**src/rtl/pipe_ctrl_pkg.sv**
```systemverilog
// Shared encodings for the r200 pipeline sequencer: FSM states, writeback
// select codes and the load-use hazard predicate.
package pipe_ctrl_pkg;

  typedef enum logic [1:0] {
    ST_BOOT    = 2'd0,
    ST_RUN     = 2'd1,
    ST_MEMWAIT = 2'd2,
    ST_ERR     = 2'd3
  } state_t;

  localparam logic [1:0] WB_ALU = 2'd0;
  localparam logic [1:0] WB_MEM = 2'd1;
  localparam logic [1:0] WB_PC  = 2'd2;
  localparam logic [1:0] WB_IMM = 2'd3;

  // A load in EX whose destination is read by the instruction in ID.
  // Writes to x0 never create a hazard.
  function automatic logic is_load_use(
    input logic [4:0] rs1,
    input logic [4:0] rs2,
    input logic       uses_rs1,
    input logic       uses_rs2,
    input logic [4:0] rd,
    input logic       regwr,
    input logic [1:0] wbsel
  );
    return regwr && (wbsel == WB_MEM) && (rd != 5'd0) &&
           ((uses_rs1 && (rs1 == rd)) || (uses_rs2 && (rs2 == rd)));
  endfunction

endpackage

```
**src/rtl/pipe_ctrl_sat_cnt.sv**
```systemverilog
// Saturating up-counter with synchronous clear; holds at all-ones.
module sat_cnt #(
  parameter int W = 16
) (
  input  logic         clk,
  input  logic         rst,
  input  logic         inc,
  input  logic         clr,
  output logic [W-1:0] q
);

  // Clear wins over increment; the count never wraps.
  // NOTE: sequential state uses non-blocking (<=) so every flop samples pre-edge values.
  always_ff @(posedge clk or posedge rst) begin
    if (rst)                    q <= '0;
    else if (clr)               q <= '0;
    else if (inc && (q != '1))  q <= q + 1'b1;
  end

endmodule

```
**src/rtl/pipe_ctrl.sv**
```systemverilog
// Central sequencer for the 5-stage r200 pipeline: boot hold, redirects,
// load-use stalls and data-memory waits, plus saturating perf counters.
module pipe_ctrl
  import pipe_ctrl_pkg::*;
#(
  parameter int BOOT_CYCLES = 4,
  parameter int MEM_TIMEOUT = 255,
  parameter int CNT_W       = 16
) (
  input  logic             clk,
  input  logic             rst,
  input  logic [4:0]       id_rs1,
  input  logic [4:0]       id_rs2,
  input  logic             id_uses_rs1,
  input  logic             id_uses_rs2,
  input  logic [4:0]       ex_rd,
  input  logic             ex_regwr,
  input  logic [1:0]       ex_wbsel,
  input  logic             id_willjmp,
  input  logic             ex_willbr,
  input  logic             mem_req,
  input  logic             mem_ack,
  output logic             pc_rst,
  output logic             pc_en,
  output logic             if_id_en,
  output logic             if_id_flush,
  output logic             id_ex_en,
  output logic             id_ex_bubble,
  output logic             ex_mem_en,
  output logic             mem_wb_bubble,
  output logic             mem_err,
  output logic [CNT_W-1:0] stall_cnt,
  output logic [CNT_W-1:0] flush_cnt,
  output logic [1:0]       state
);

  localparam int BW = $clog2(BOOT_CYCLES + 1);
  localparam int WW = $clog2(MEM_TIMEOUT + 1);
  localparam logic [BW-1:0] BOOT_LAST = BW'(BOOT_CYCLES - 1);
  localparam logic [WW-1:0] WAIT_LAST = WW'(MEM_TIMEOUT - 1);

  state_t        cur, nxt;
  logic [BW-1:0] boot_cnt;
  logic [WW-1:0] wait_cnt;
  logic          redirect;
  logic          load_use;

  assign state    = cur;
  assign load_use = is_load_use(id_rs1, id_rs2, id_uses_rs1, id_uses_rs2,
                                ex_rd, ex_regwr, ex_wbsel);

  // State register.
  always_ff @(posedge clk or posedge rst) begin
    if (rst) cur <= ST_BOOT;
    else     cur <= nxt;
  end

  // Boot window: counts BOOT clocks, then stops at the last value.
  always_ff @(posedge clk or posedge rst) begin
    if (rst)                                         boot_cnt <= '0;
    else if ((cur == ST_BOOT) && (boot_cnt != BOOT_LAST)) boot_cnt <= boot_cnt + 1'b1;
  end

  // Sticky timeout flag; only a reset clears it.
  always_ff @(posedge clk or posedge rst) begin
    if (rst)               mem_err <= 1'b0;
    else if (nxt == ST_ERR) mem_err <= 1'b1;
  end

  // Next state and Mealy stage controls, in RUN priority order.
  // NOTE: every output gets a default first so no path can infer a latch.
  always_comb begin
    nxt           = cur;
    pc_rst        = 1'b0;
    pc_en         = 1'b0;
    if_id_en      = 1'b0;
    if_id_flush   = 1'b0;
    id_ex_en      = 1'b0;
    id_ex_bubble  = 1'b0;
    ex_mem_en     = 1'b0;
    mem_wb_bubble = 1'b0;
    redirect      = 1'b0;
    unique case (cur)
      ST_BOOT: begin
        pc_rst        = 1'b1;
        if_id_flush   = 1'b1;
        id_ex_bubble  = 1'b1;
        mem_wb_bubble = 1'b1;
        if (boot_cnt == BOOT_LAST) nxt = ST_RUN;
      end
      ST_RUN, ST_MEMWAIT: begin
        if (mem_req && !mem_ack) begin
          // Memory not ready: freeze the front of the pipe, drain MEM/WB.
          mem_wb_bubble = 1'b1;
          if (cur == ST_RUN)              nxt = ST_MEMWAIT;
          else if (wait_cnt == WAIT_LAST) nxt = ST_ERR;
        end else begin
          nxt       = ST_RUN;
          pc_en     = 1'b1;
          if_id_en  = 1'b1;
          id_ex_en  = 1'b1;
          ex_mem_en = 1'b1;
          if (ex_willbr) begin
            // Kill both younger instructions; a pending load-use dies with them.
            if_id_flush  = 1'b1;
            id_ex_bubble = 1'b1;
            redirect     = 1'b1;
          end else if (id_willjmp) begin
            if_id_flush = 1'b1;
            redirect    = 1'b1;
          end else if (load_use) begin
            pc_en        = 1'b0;
            if_id_en     = 1'b0;
            id_ex_bubble = 1'b1;
          end
        end
      end
      ST_ERR: begin
        mem_wb_bubble = 1'b1;
      end
    endcase
  end

  sat_cnt #(.W(CNT_W)) u_stall_cnt (
    .clk (clk),
    .rst (rst),
    .inc ((cur != ST_BOOT) && !pc_en),
    .clr (1'b0),
    .q   (stall_cnt)
  );

  sat_cnt #(.W(CNT_W)) u_flush_cnt (
    .clk (clk),
    .rst (rst),
    .inc (redirect),
    .clr (1'b0),
    .q   (flush_cnt)
  );

  // Counts unacknowledged MEMWAIT cycles; zero on every entry.
  sat_cnt #(.W(WW)) u_wait_cnt (
    .clk (clk),
    .rst (rst),
    .inc ((cur == ST_MEMWAIT) && mem_req && !mem_ack),
    .clr (cur != ST_MEMWAIT),
    .q   (wait_cnt)
  );

endmodule

```
**config.mk**
```make
export PLATFORM = sky130hd
export DESIGN_NAME = pipe_ctrl
export DESIGN_NICKNAME = d
export VERILOG_FILES = /design/src/rtl/pipe_ctrl_pkg.sv /design/src/rtl/pipe_ctrl_sat_cnt.sv /design/src/rtl/pipe_ctrl.sv
export SDC_FILE = /design/constraint.sdc
export NUM_CORES = 1
export LEC_CHECK = 0
export CORE_MARGIN = 3
export CORE_UTILIZATION = 55
export CTS_CLUSTER_SIZE = 40
export DETAILED_ROUTE_END_ITERATION = 10
export GPL_ROUTABILITY_DRIVEN = 0
export PLACE_DENSITY_LB_ADDON = 0.2
export SLEW_MARGIN = 20
export SYNTH_ARGS = -nofsm -noshare
export SYNTH_HDL_FRONTEND = slang
export SYNTH_HIERARCHICAL = 1
export SYNTH_SLANG_ARGS = --single-unit
```
**constraint.sdc**
```tcl
create_clock -name clk -period 8.1 [get_ports clk]
set_input_delay 0.81 -clock clk [delete_from_list [all_inputs] [get_ports clk]]
set_output_delay 0.81 -clock clk [all_outputs]
set_load 0.005 [all_outputs]
```
==> tab_implementation.tex, run 1 <==
\begin{tabular}{lr}
\hline
Metric & Value \\
\hline
\multicolumn{2}{l}{\textbf{Global routing}} \\
\quad Maximum number of pins on one net before global-route repair & 20 \\
\quad Total GRT Usage & 23.1\% \\
\quad Vias in the first global route & 2,698 \\
\quad Number of antenna violations at the first check in global routing & 0 \\
\quad Wire length of the first global-routing pass & 11,900 um \\
\quad Overall overflow remaining after global route & 0 \\
\multicolumn{2}{l}{\textbf{Setup path}} \\
\quad WS Path Type & input pin to primary output \\
\quad Highest cell delay on the worst timing path & 0.56 ns \\
\quad Crit path max-delay cell type & sky130\_fd\_sc\_hd\_\_clkdlybuf4s50\_1 \\
\quad Required time worst endpoint & 7.29 ns \\
\quad Critical Path AT & 2.79 ns \\
\quad Kind of cell adding the most delay to the critical path & buffers and inverters \\
\quad Cells traversed along the worst timing path & clkdlybuf4s50\_1 > xor2\_1 > nor4\_2 > a32oi\_1 > o41ai\_2 > clkdlybuf4s50\_1 \\
\quad Nature of the critical path startpoint & input pin \\
\quad Critical path peak fanout & 3 \\
\quad Worst Setup End Kind & primary output \\
\quad Crit path top cell by count & sky130\_fd\_sc\_hd\_\_clkdlybuf4s50\_1 \\
\quad Buffers and inverters on the worst path & 2 \\
\multicolumn{2}{l}{\textbf{STA}} \\
\quad Top achievable clock speed & 278 MHz \\
\quad Worst Max-Slew Pin Slew & 0.782 ns \\
\quad Post-Route Setup TNS & 0 ns \\
\quad Worst slew margin & 47.4\% \\
\quad Final number of setup-violating endpoints & 0 \\
\quad Tmin final & 3.60 ns \\
\quad Number of slew-limit violations in the final report & 0 \\
\quad Max Clock Skew & 0.00759 ns \\
\quad Hold Violations, Final & 0 \\
\quad Final worst-path cycle share & 44.4\% \\
\quad Unrepaired setup endpoints after global routing & false \\
\multicolumn{2}{l}{\textbf{Drt}} \\
\quad Routed via count & 2,808 \\
\quad Total iterations of the first detailed-routing run & 4 \\
\quad Routed via count divided by cell count & 6.14 \\
\quad Antenna violation net count after detailed routing & 0 \\
\quad Starting DRT DRC Count & 138 \\
\quad Average wire per cell in the routed design & 15.3 um \\
\quad Final routed DRC violation total & 0 \\
\quad Total routed wirelength & 7010 um \\
\multicolumn{2}{l}{\textbf{Power and ir drop}} \\
\quad Power Density & 202 nW/um2 \\
\quad VDD IR max & 0.167 mV \\
\quad Leakage dissipation & 1.47 nW \\
\multicolumn{2}{l}{\textbf{CTS}} \\
\quad Total of cells resized after clock tree synthesis & 0 \\
\quad Number of post-CTS setup repair buffers & 0 \\
\quad Later-pin clock latency in the skew report & 0.30 ns \\
\quad Buffers from clock root to sink, at most & 2 \\
\quad CTS tree & done \\
\quad Clock edge transition at the registers on the reported setup and hold paths & 0.08 ns \\
\quad Number of clock sinks seen by CTS & 46 \\
\quad Root buffer cell & sky130\_fd\_sc\_hd\_\_clkbuf\_8 \\
\quad H-tree Lvls & 2 \\
\quad Cts hold-fix bufs & 0 \\
\quad Number of CTS-inserted buffers & 5 \\
\multicolumn{2}{l}{\textbf{Placed design}} \\
\quad Cells after DPL & 449 \\
\quad IO Port Bufs & 68 \\
\quad Final HPWL from detailed placement & 5170 um \\
\multicolumn{2}{l}{\textbf{Logic synthesis}} \\
\quad Count of unique library cells instantiated by Yosys & 58 \\
\quad Synth Area per Inst & 9.30 um2 \\
\quad Async SR Flop Fraction & 100\% \\
\quad Synth warnings & 6 \\
\quad Post-synth EDFFs & 0 \\
\quad Netlist area before placement & 3010 um2 \\
\quad Sequential area share after synthesis & 38.2\% \\
\quad Prevailing post-synth register cell & sky130\_fd\_sc\_hd\_\_dfrtp\_1 \\
\quad Register bit total from synthesis & 46 \\
\quad Cells after synthesis & 324 \\
\multicolumn{2}{l}{\textbf{Worst hold path}} \\
\quad Path type of the worst min-delay path & flop to flop \\
\multicolumn{2}{l}{\textbf{Layout}} \\
\quad Final layout net count & 421 \\
\quad Highest-count cells in the layout ignoring fill and taps & sky130\_fd\_sc\_hd\_\_clkdlybuf4s50\_1 (68), sky130\_fd\_sc\_hd\_\_dfrtp\_1 (46), sky130\_fd\_sc\_hd\_\_a21oi\_1 (28), sky130\_fd\_sc\_hd\_\_nand2\_1 (19), sky130\_fd\_sc\_hd\_\_inv\_1 (17) \\
\quad Diodes inserted & 0 \\
\quad Most common cell after layout, fill and taps aside & sky130\_fd\_sc\_hd\_\_clkdlybuf4s50\_1 \\
\quad Finished Layout Cells & 457 \\
\quad Layout area overhead & 27.5\% \\
\quad Share of final-layout standard cells stronger than drive strength 1 & 8.53\% \\
\multicolumn{2}{l}{\textbf{Floorplan}} \\
\quad Die area & 6400 um2 \\
\quad Top-Level Pins & 69 \\
\quad Horizontal die dimension & 80 um \\
\quad Cell row count & 26 \\
\quad Area of the placeable core & 5200 um2 \\
\quad Chip height & 80 um \\
\quad Initial cell density of the core & 57.9\% \\
\multicolumn{2}{l}{\textbf{Flow run}} \\
\quad Max Cap Viol & 0 \\
\multicolumn{2}{l}{\textbf{Status}} \\
\quad Result of the run & completed \\
\hline
\end{tabular}
## cell usage after synthesis, types with 2 or more instances
cell	count	area, um2
sky130_fd_sc_hd__nand2b_1	6	37.5
sky130_fd_sc_hd__dlygate4sd1_1	2	17.5
sky130_fd_sc_hd__o41ai_1	4	35.0
sky130_fd_sc_hd__nand4_1	11	68.8
sky130_fd_sc_hd__a32oi_1	2	17.5
sky130_fd_sc_hd__mux2_4	4	60.1
sky130_fd_sc_hd__nand3_1	16	80.1
sky130_fd_sc_hd__or3_1	13	81.3
sky130_fd_sc_hd__or4_4	2	22.5
sky130_fd_sc_hd__xor2_1	8	70.1
sky130_fd_sc_hd__and2_1	2	12.5
sky130_fd_sc_hd__or4_1	13	97.6
sky130_fd_sc_hd__nor2_1	12	45.0
sky130_fd_sc_hd__or3_2	2	15.0
sky130_fd_sc_hd__nand2_1	19	71.3
sky130_fd_sc_hd__mux2_2	5	56.3
sky130_fd_sc_hd__mux2i_1	3	30.0
sky130_fd_sc_hd__inv_1	17	63.8
sky130_fd_sc_hd__buf_4	4	30.0
sky130_fd_sc_hd__nand4_4	2	42.5
sky130_fd_sc_hd__ha_1	9	113
sky130_fd_sc_hd__nor4_1	7	43.8
sky130_fd_sc_hd__o21ai_0	13	65.1
sky130_fd_sc_hd__clkbuf_2	2	10.0
sky130_fd_sc_hd__o31ai_1	10	75.1
sky130_fd_sc_hd__a21oi_1	28	140
sky130_fd_sc_hd__nor3_1	9	45.0
sky130_fd_sc_hd__a31oi_1	2	12.5
sky130_fd_sc_hd__a21oi_2	2	17.5
sky130_fd_sc_hd__and4_1	4	35.0
sky130_fd_sc_hd__dfrtp_1	46	1150
sky130_fd_sc_hd__or4_2	2	17.5
sky130_fd_sc_hd__nor2b_1	12	75.1
sky130_fd_sc_hd__clkbuf_1	5	18.8
sky130_fd_sc_hd__xnor2_1	3	26.3
## stage by stage
step	util, %	power [mW]	instance area [um2]	hold slack (ns)	setup slack [ns]
2_1_floorplan	-	0.447	3020	0.450	5.16
3_3_place_gp	71.0	0.556	3700	0.447	4.41
3_5_place_dp	71.0	0.569	3700	0.457	4.20
4_1_cts	73.8	0.781	3840	0.481	4.47
5_1_grt	73.8	0.824	3840	0.498	4.33
6_report	73.8	0.776	3840	0.475	4.50
## cell families (layout without fill, tap and decap cells)
| group | after synthesis | in the layout | synth area share (%) |
|---|---|---|---|
| multiplexers | 12 | 12 | 4.86 |
| AO/OA/AOI/OAI | 75 | 75 | 16.5 |
| AND/OR/NAND/NOR | 139 | 139 | 28.4 |
| adder cells (fa/ha/maj) | 9 | 9 | 3.74 |
| XOR/XNOR | 11 | 11 | 3.20 |
| flip-flops | 46 | 46 | 38.2 |
| other | 1 | 2 | 0.125 |
| buffers and inverters | 31 | 93 | 5.03 |
## path summary, 6_finish.rpt
check,cells after the start,slack (ns),start,to
worst max-delay path,6,4.50,ex_rd[3],id_ex_bubble
worst min-delay path,1,0.47,mem_err,mem_err
worst max register to register,8,4.92,state[0],u_stall_cnt/q[13]
worst min register to register,1,0.47,mem_err,mem_err
max in group asynchronous,2,6.68,rst,u_flush_cnt/q[1]
min in group asynchronous,2,0.85,rst,boot_cnt[0]
## layout make-up
type                       count  area [um2]
clock buffer                   6        82.6
clock inverter                 2        60.1
fill                         392        1370
inverter                      17        63.8
multi-input combinational    248        1710
sequential                    46        1150
tap                           70        87.6
timing repair buffer          68         681
## state kept, by name, indices dropped and copies added (netlist names)
name	flops
boot_cnt	3
u_wait_cnt/q	8
u_stall_cnt/q	16
state	2
mem_err	1
u_flush_cnt/q	16
## worst reg2reg max path, cell delays in order (launching register included)
cell	delay [ns]
sky130_fd_sc_hd__dfrtp_1	0.46
sky130_fd_sc_hd__inv_1	0.12
sky130_fd_sc_hd__ha_1	0.31
sky130_fd_sc_hd__or3_1	0.37
sky130_fd_sc_hd__o22ai_1	0.47
sky130_fd_sc_hd__nand3_1	0.30
sky130_fd_sc_hd__or4_4	0.51
sky130_fd_sc_hd__or4_1	0.41
sky130_fd_sc_hd__a21oi_1	0.17
## metal layers
layer  share of wire, %  global-route usage (%)
met1                 42                    27.6
met2                 51                    40.5
met3                6.0                    5.98
met4                1.1                    6.76
met5                  0                       0
## where the power goes
part	internal (mW)	leakage [nW]	switching, mW
combinational	0.153	0.776	0.134
sequential	0.253	0.627	0.0246
clock	0.132	0.0714	0.0808
total	0.537	1.47	0.239
Power figures use the tool's default switching activity.
==> run 2, diff against run 1 <==
--- a/config.mk
+++ b/config.mk
@@ -6,7 +6,7 @@
 export NUM_CORES = 1
 export LEC_CHECK = 0
 export CORE_MARGIN = 3
-export CORE_UTILIZATION = 55
+export CORE_UTILIZATION = 51
 export CTS_CLUSTER_SIZE = 40
 export DETAILED_ROUTE_END_ITERATION = 10
 export GPL_ROUTABILITY_DRIVEN = 0
==> constraint.sdc (replaced) <==
create_clock -name clk -period 3.5 [get_ports clk]
set_input_delay 0.35 -clock clk [delete_from_list [all_inputs] [get_ports clk]]
set_output_delay 0.35 -clock clk [all_outputs]
set_load 0.005 [all_outputs]
==> run 2 against run 1 <==
Against the previous run: cell count rose by 0.66%; sequential share of layout area up 0.34 points; clock skew up 0.0047 ns; non-clock buffer count increased by 1; via count shrank 2.1%; combinational power is 130% higher; critical path depth up 3; total power up 110%; critical endpoint is now u_flush_cnt/q[13]; largest cell class unchanged; largest power group unchanged; highest routed layer unchanged.
==> tab_implementation.tex, run 2 (same netlist as run 1, synthesis figures left out) <==
\begin{tabular}{lr}
\hline
Metric & Value \\
\hline
\multicolumn{2}{l}{\textbf{CTS}} \\
\quad Clock edge transition at the registers on the reported setup and hold paths & 0.10 ns (+0.02 ns) \\
\quad Number of CTS-inserted buffers & 5 (unchanged) \\
\quad Buffers from clock root to sink, at most & 2 (unchanged) \\
\quad Cts hold-fix bufs & 0 (unchanged) \\
\quad Number of clock sinks seen by CTS & 46 (unchanged) \\
\quad Total of cells resized after clock tree synthesis & 0 (unchanged) \\
\quad Later-pin clock latency in the skew report & 0.30 ns (about the same) \\
\quad Root buffer cell & sky130\_fd\_sc\_hd\_\_clkbuf\_8 \\
\quad CTS tree & done \\
\quad H-tree Lvls & 2 (unchanged) \\
\quad Number of post-CTS setup repair buffers & 0 (unchanged) \\
\multicolumn{2}{l}{\textbf{STA}} \\
\quad Hold Violations, Final & 0 (unchanged) \\
\quad Worst slew margin & 47.3\% (-0.081 points) \\
\quad Max Clock Skew & 0.0123 ns (+0.00469 ns) \\
\quad Top achievable clock speed & 333 MHz \\
\quad Unrepaired setup endpoints after global routing & false \\
\quad Tmin final & 3.00 ns \\
\quad Number of slew-limit violations in the final report & 0 (unchanged) \\
\quad Worst Max-Slew Pin Slew & 0.783 ns (+0.00120 ns) \\
\quad Final worst-path cycle share & 85.7\% \\
\quad Final number of setup-violating endpoints & 0 (unchanged) \\
\quad Post-Route Setup TNS & 0 ns (unchanged) \\
\multicolumn{2}{l}{\textbf{Layout}} \\
\quad Share of final-layout standard cells stronger than drive strength 1 & 8.76\% (+0.24 points) \\
\quad Final core utilization & 67.7\% (-6.1 points) \\
\quad Fillcell total & 483 (+23\%) \\
\quad Final layout net count & 422 (+0.24\%) \\
\quad Combined area of the multi-input logic cells & 1710 um2 (unchanged) \\
\quad Highest-count cells in the layout ignoring fill and taps & sky130\_fd\_sc\_hd\_\_clkdlybuf4s50\_1 (68), sky130\_fd\_sc\_hd\_\_dfrtp\_1 (46), sky130\_fd\_sc\_hd\_\_a21oi\_1 (28), sky130\_fd\_sc\_hd\_\_nand2\_1 (19), sky130\_fd\_sc\_hd\_\_inv\_1 (17) \\
\quad Layout area overhead & 26.0\% \\
\quad Registers with the most flip-flops & u\_flush\_cnt/q (16), u\_stall\_cnt/q (16), u\_wait\_cnt/q (8) \\
\quad Register Area & 1150 um2 (unchanged) \\
\quad Most common cell after layout, fill and taps aside & sky130\_fd\_sc\_hd\_\_clkdlybuf4s50\_1 \\
\quad Diodes inserted & 0 (unchanged) \\
\multicolumn{2}{l}{\textbf{Drt}} \\
\quad Starting DRT DRC Count & 110 (-20\%) \\
\quad Total iterations of the first detailed-routing run & 5 (+1) \\
\quad Antenna violation net count after detailed routing & 0 (unchanged) \\
\quad Final routed DRC violation total & 0 (unchanged) \\
\quad Total routed wirelength & 7140 um (+1.9\%) \\
\quad Routed via count & 2,749 (-2.1\%) \\
\quad Average wire per cell in the routed design & 15.5 um (+1.2\%) \\
\quad Routed via count divided by cell count & 5.98 (-2.7\%) \\
\multicolumn{2}{l}{\textbf{Setup path}} \\
\quad WS Path Type & flop to flop \\
\quad Worst Setup End Kind & flop \\
\quad Depth of the worst register-to-register path & 9 (+1) \\
\quad Worst-case register-to-register setup slack & 0.50 ns (-4.42 ns) \\
\quad Critical Path AT & 3.24 ns (+0.45 ns) \\
\quad Startpoint of the worst-slack reg-to-reg timing path & state[0] \\
\quad Crit path top cell by count & sky130\_fd\_sc\_hd\_\_inv\_1 \\
\quad Critical path peak fanout & 8 (+5) \\
\quad Worst r2r dst & u\_flush\_cnt/q[13] \\
\quad Highest cell delay on the worst timing path & 0.50 ns (-0.06 ns) \\
\quad Crit. Startpoint & state[0] \\
\quad Cells traversed along the worst timing path & inv\_1 > ha\_1 > and2\_1 > o21ai\_0 > inv\_1 > nand3\_1 > or4\_4 > or4\_1 > a21oi\_1 \\
\quad Nature of the critical path startpoint & flop \\
\quad Crit path max-delay cell type & sky130\_fd\_sc\_hd\_\_or4\_4 \\
\quad Required time worst endpoint & 3.74 ns (-3.55 ns) \\
\multicolumn{2}{l}{\textbf{Worst hold path}} \\
\quad Path type of the worst min-delay path & input pin to async pin \\
\multicolumn{2}{l}{\textbf{Flow run}} \\
\quad Max Cap Viol & 0 (unchanged) \\
\multicolumn{2}{l}{\textbf{Placed design}} \\
\quad Final HPWL from detailed placement & 5270 um (+2.0\%) \\
\quad IO Port Bufs & 68 (unchanged) \\
\multicolumn{2}{l}{\textbf{Global routing}} \\
\quad Met3 usage & 3.97\% (-2.0 points) \\
\quad Vias in the first global route & 2,627 (-2.6\%) \\
\quad Total GRT Usage & 20.1\% (-2.9 points) \\
\quad Wire length of the first global-routing pass & 11,700 um (-1.7\%) \\
\quad Number of antenna violations at the first check in global routing & 0 (unchanged) \\
\quad Met2 Usage GRT & 36.4\% (-4.1 points) \\
\quad Maximum number of pins on one net before global-route repair & 20 (unchanged) \\
\quad Overall overflow remaining after global route & 0 (unchanged) \\
\quad Global-route track usage on met1 & 24.4\% (-3.2 points) \\
\quad Most utilized layer in the global route result & met2 \\
\multicolumn{2}{l}{\textbf{Floorplan}} \\
\quad Top-Level Pins & 69 (unchanged) \\
\quad Area of the placeable core & 5610 um2 (+7.7\%) \\
\quad Horizontal die dimension & 82.8 um (+3.6\%) \\
\quad Initial cell density of the core & 53.7\% (-4.2 points) \\
\quad Cell row count & 27 (+3.8\%) \\
\quad Chip height & 82.8 um (+3.6\%) \\
\quad Die area & 6860 um2 (+7.2\%) \\
\multicolumn{2}{l}{\textbf{Power and ir drop}} \\
\quad Part of the total power dissipated in combinational logic & 40.7\% (+3.8 points) \\
\quad Internal power contribution & 1.09 mW (+100\%) \\
\quad Leakage dissipation & 1.45 nW (-1.5\%) \\
\quad Part of the total power dissipated in sequential elements & 39.0\% (+3.3 points) \\
\quad P\_sw & 0.562 mW (+130\%) \\
\quad Clock power share & 20.3\% (-7.1 points) \\
\quad Power Density & 435 nW/um2 (+120\%) \\
\quad Switch share & 34.0\% (+3.2 points) \\
\quad VDD IR max & 0.348 mV (+110\%) \\
\multicolumn{2}{l}{\textbf{Status}} \\
\quad Result of the run & completed \\
\hline
\end{tabular}
-- run 2: worst max path at each step --
stage                         to  slack, ns  depth (start not counted)
2_1_floorplan  u_flush_cnt/q[13]       0.75                         11
5_1_grt        u_flush_cnt/q[13]       0.25                          9
3_5_place_dp   u_flush_cnt/q[13]       0.43                          9
6_report       u_flush_cnt/q[13]       0.50                          9
4_1_cts        u_flush_cnt/q[13]       0.49                          9
3_3_place_gp   u_flush_cnt/q[13]       0.44                          9
-- run 2: area by class of cell --
| class | instances | share of cell area (%) |
|---|---|---|
| multi-input cells | 248 | 45.1 |
| repair buffers | 69 | 18.1 |
| inverters | 17 | 1.68 |
| flip-flops and latches | 46 | 30.3 |
| clock buffers | 5 | 1.81 |
| clock inverters | 3 | 0.560 |
| well taps | 72 | 2.37 |
-- run 2: per-layer routing --
layer / routed length, um / up-vias
li1: - / 1349
met5: 0 / -
met3: 294 / 6
met2: 3620 / 72
met4: 59 / 0
met1: 3160 / 1322
-- run 2: worst max-delay path: cells and delay by family, from the launching register on --
kind                     cells  cell delay, ns
AND/OR/NAND/NOR              4            1.42
buffers and inverters        2            0.35
flip-flops                   1            0.45
adder cells (fa/ha/maj)      1            0.36
AO/OA/AOI/OAI                2            0.35
-- run 2: stage by stage --
| step | instance area [um2] | total power, mW | hold slack, ns | setup WS [ns] | cells |
|---|---|---|---|---|---|
| floorplan | 3020 | 1.04 | 0.141 | 0.752 | 325 |
| global placement | 3710 | 1.31 | 0.444 | 0.442 | 452 |
| detailed placement | 3710 | 1.32 | 0.453 | 0.434 | 452 |
| CTS | 3800 | 1.66 | 0.377 | 0.490 | 460 |
| global route | 3800 | 1.76 | 0.406 | 0.246 | 460 |
| finish | 3800 | 1.65 | 0.385 | 0.501 | 460 |
-- run 2: power by group through the flow --
stage	Combinational [mW]	Clock, mW	Sequential (mW)
floorplan	0.393	0	0.643
global placement	0.655	0	0.651
detailed placement	0.671	0	0.653
CTS	0.677	0.344	0.644
global route	0.744	0.364	0.654
finish	0.672	0.334	0.644
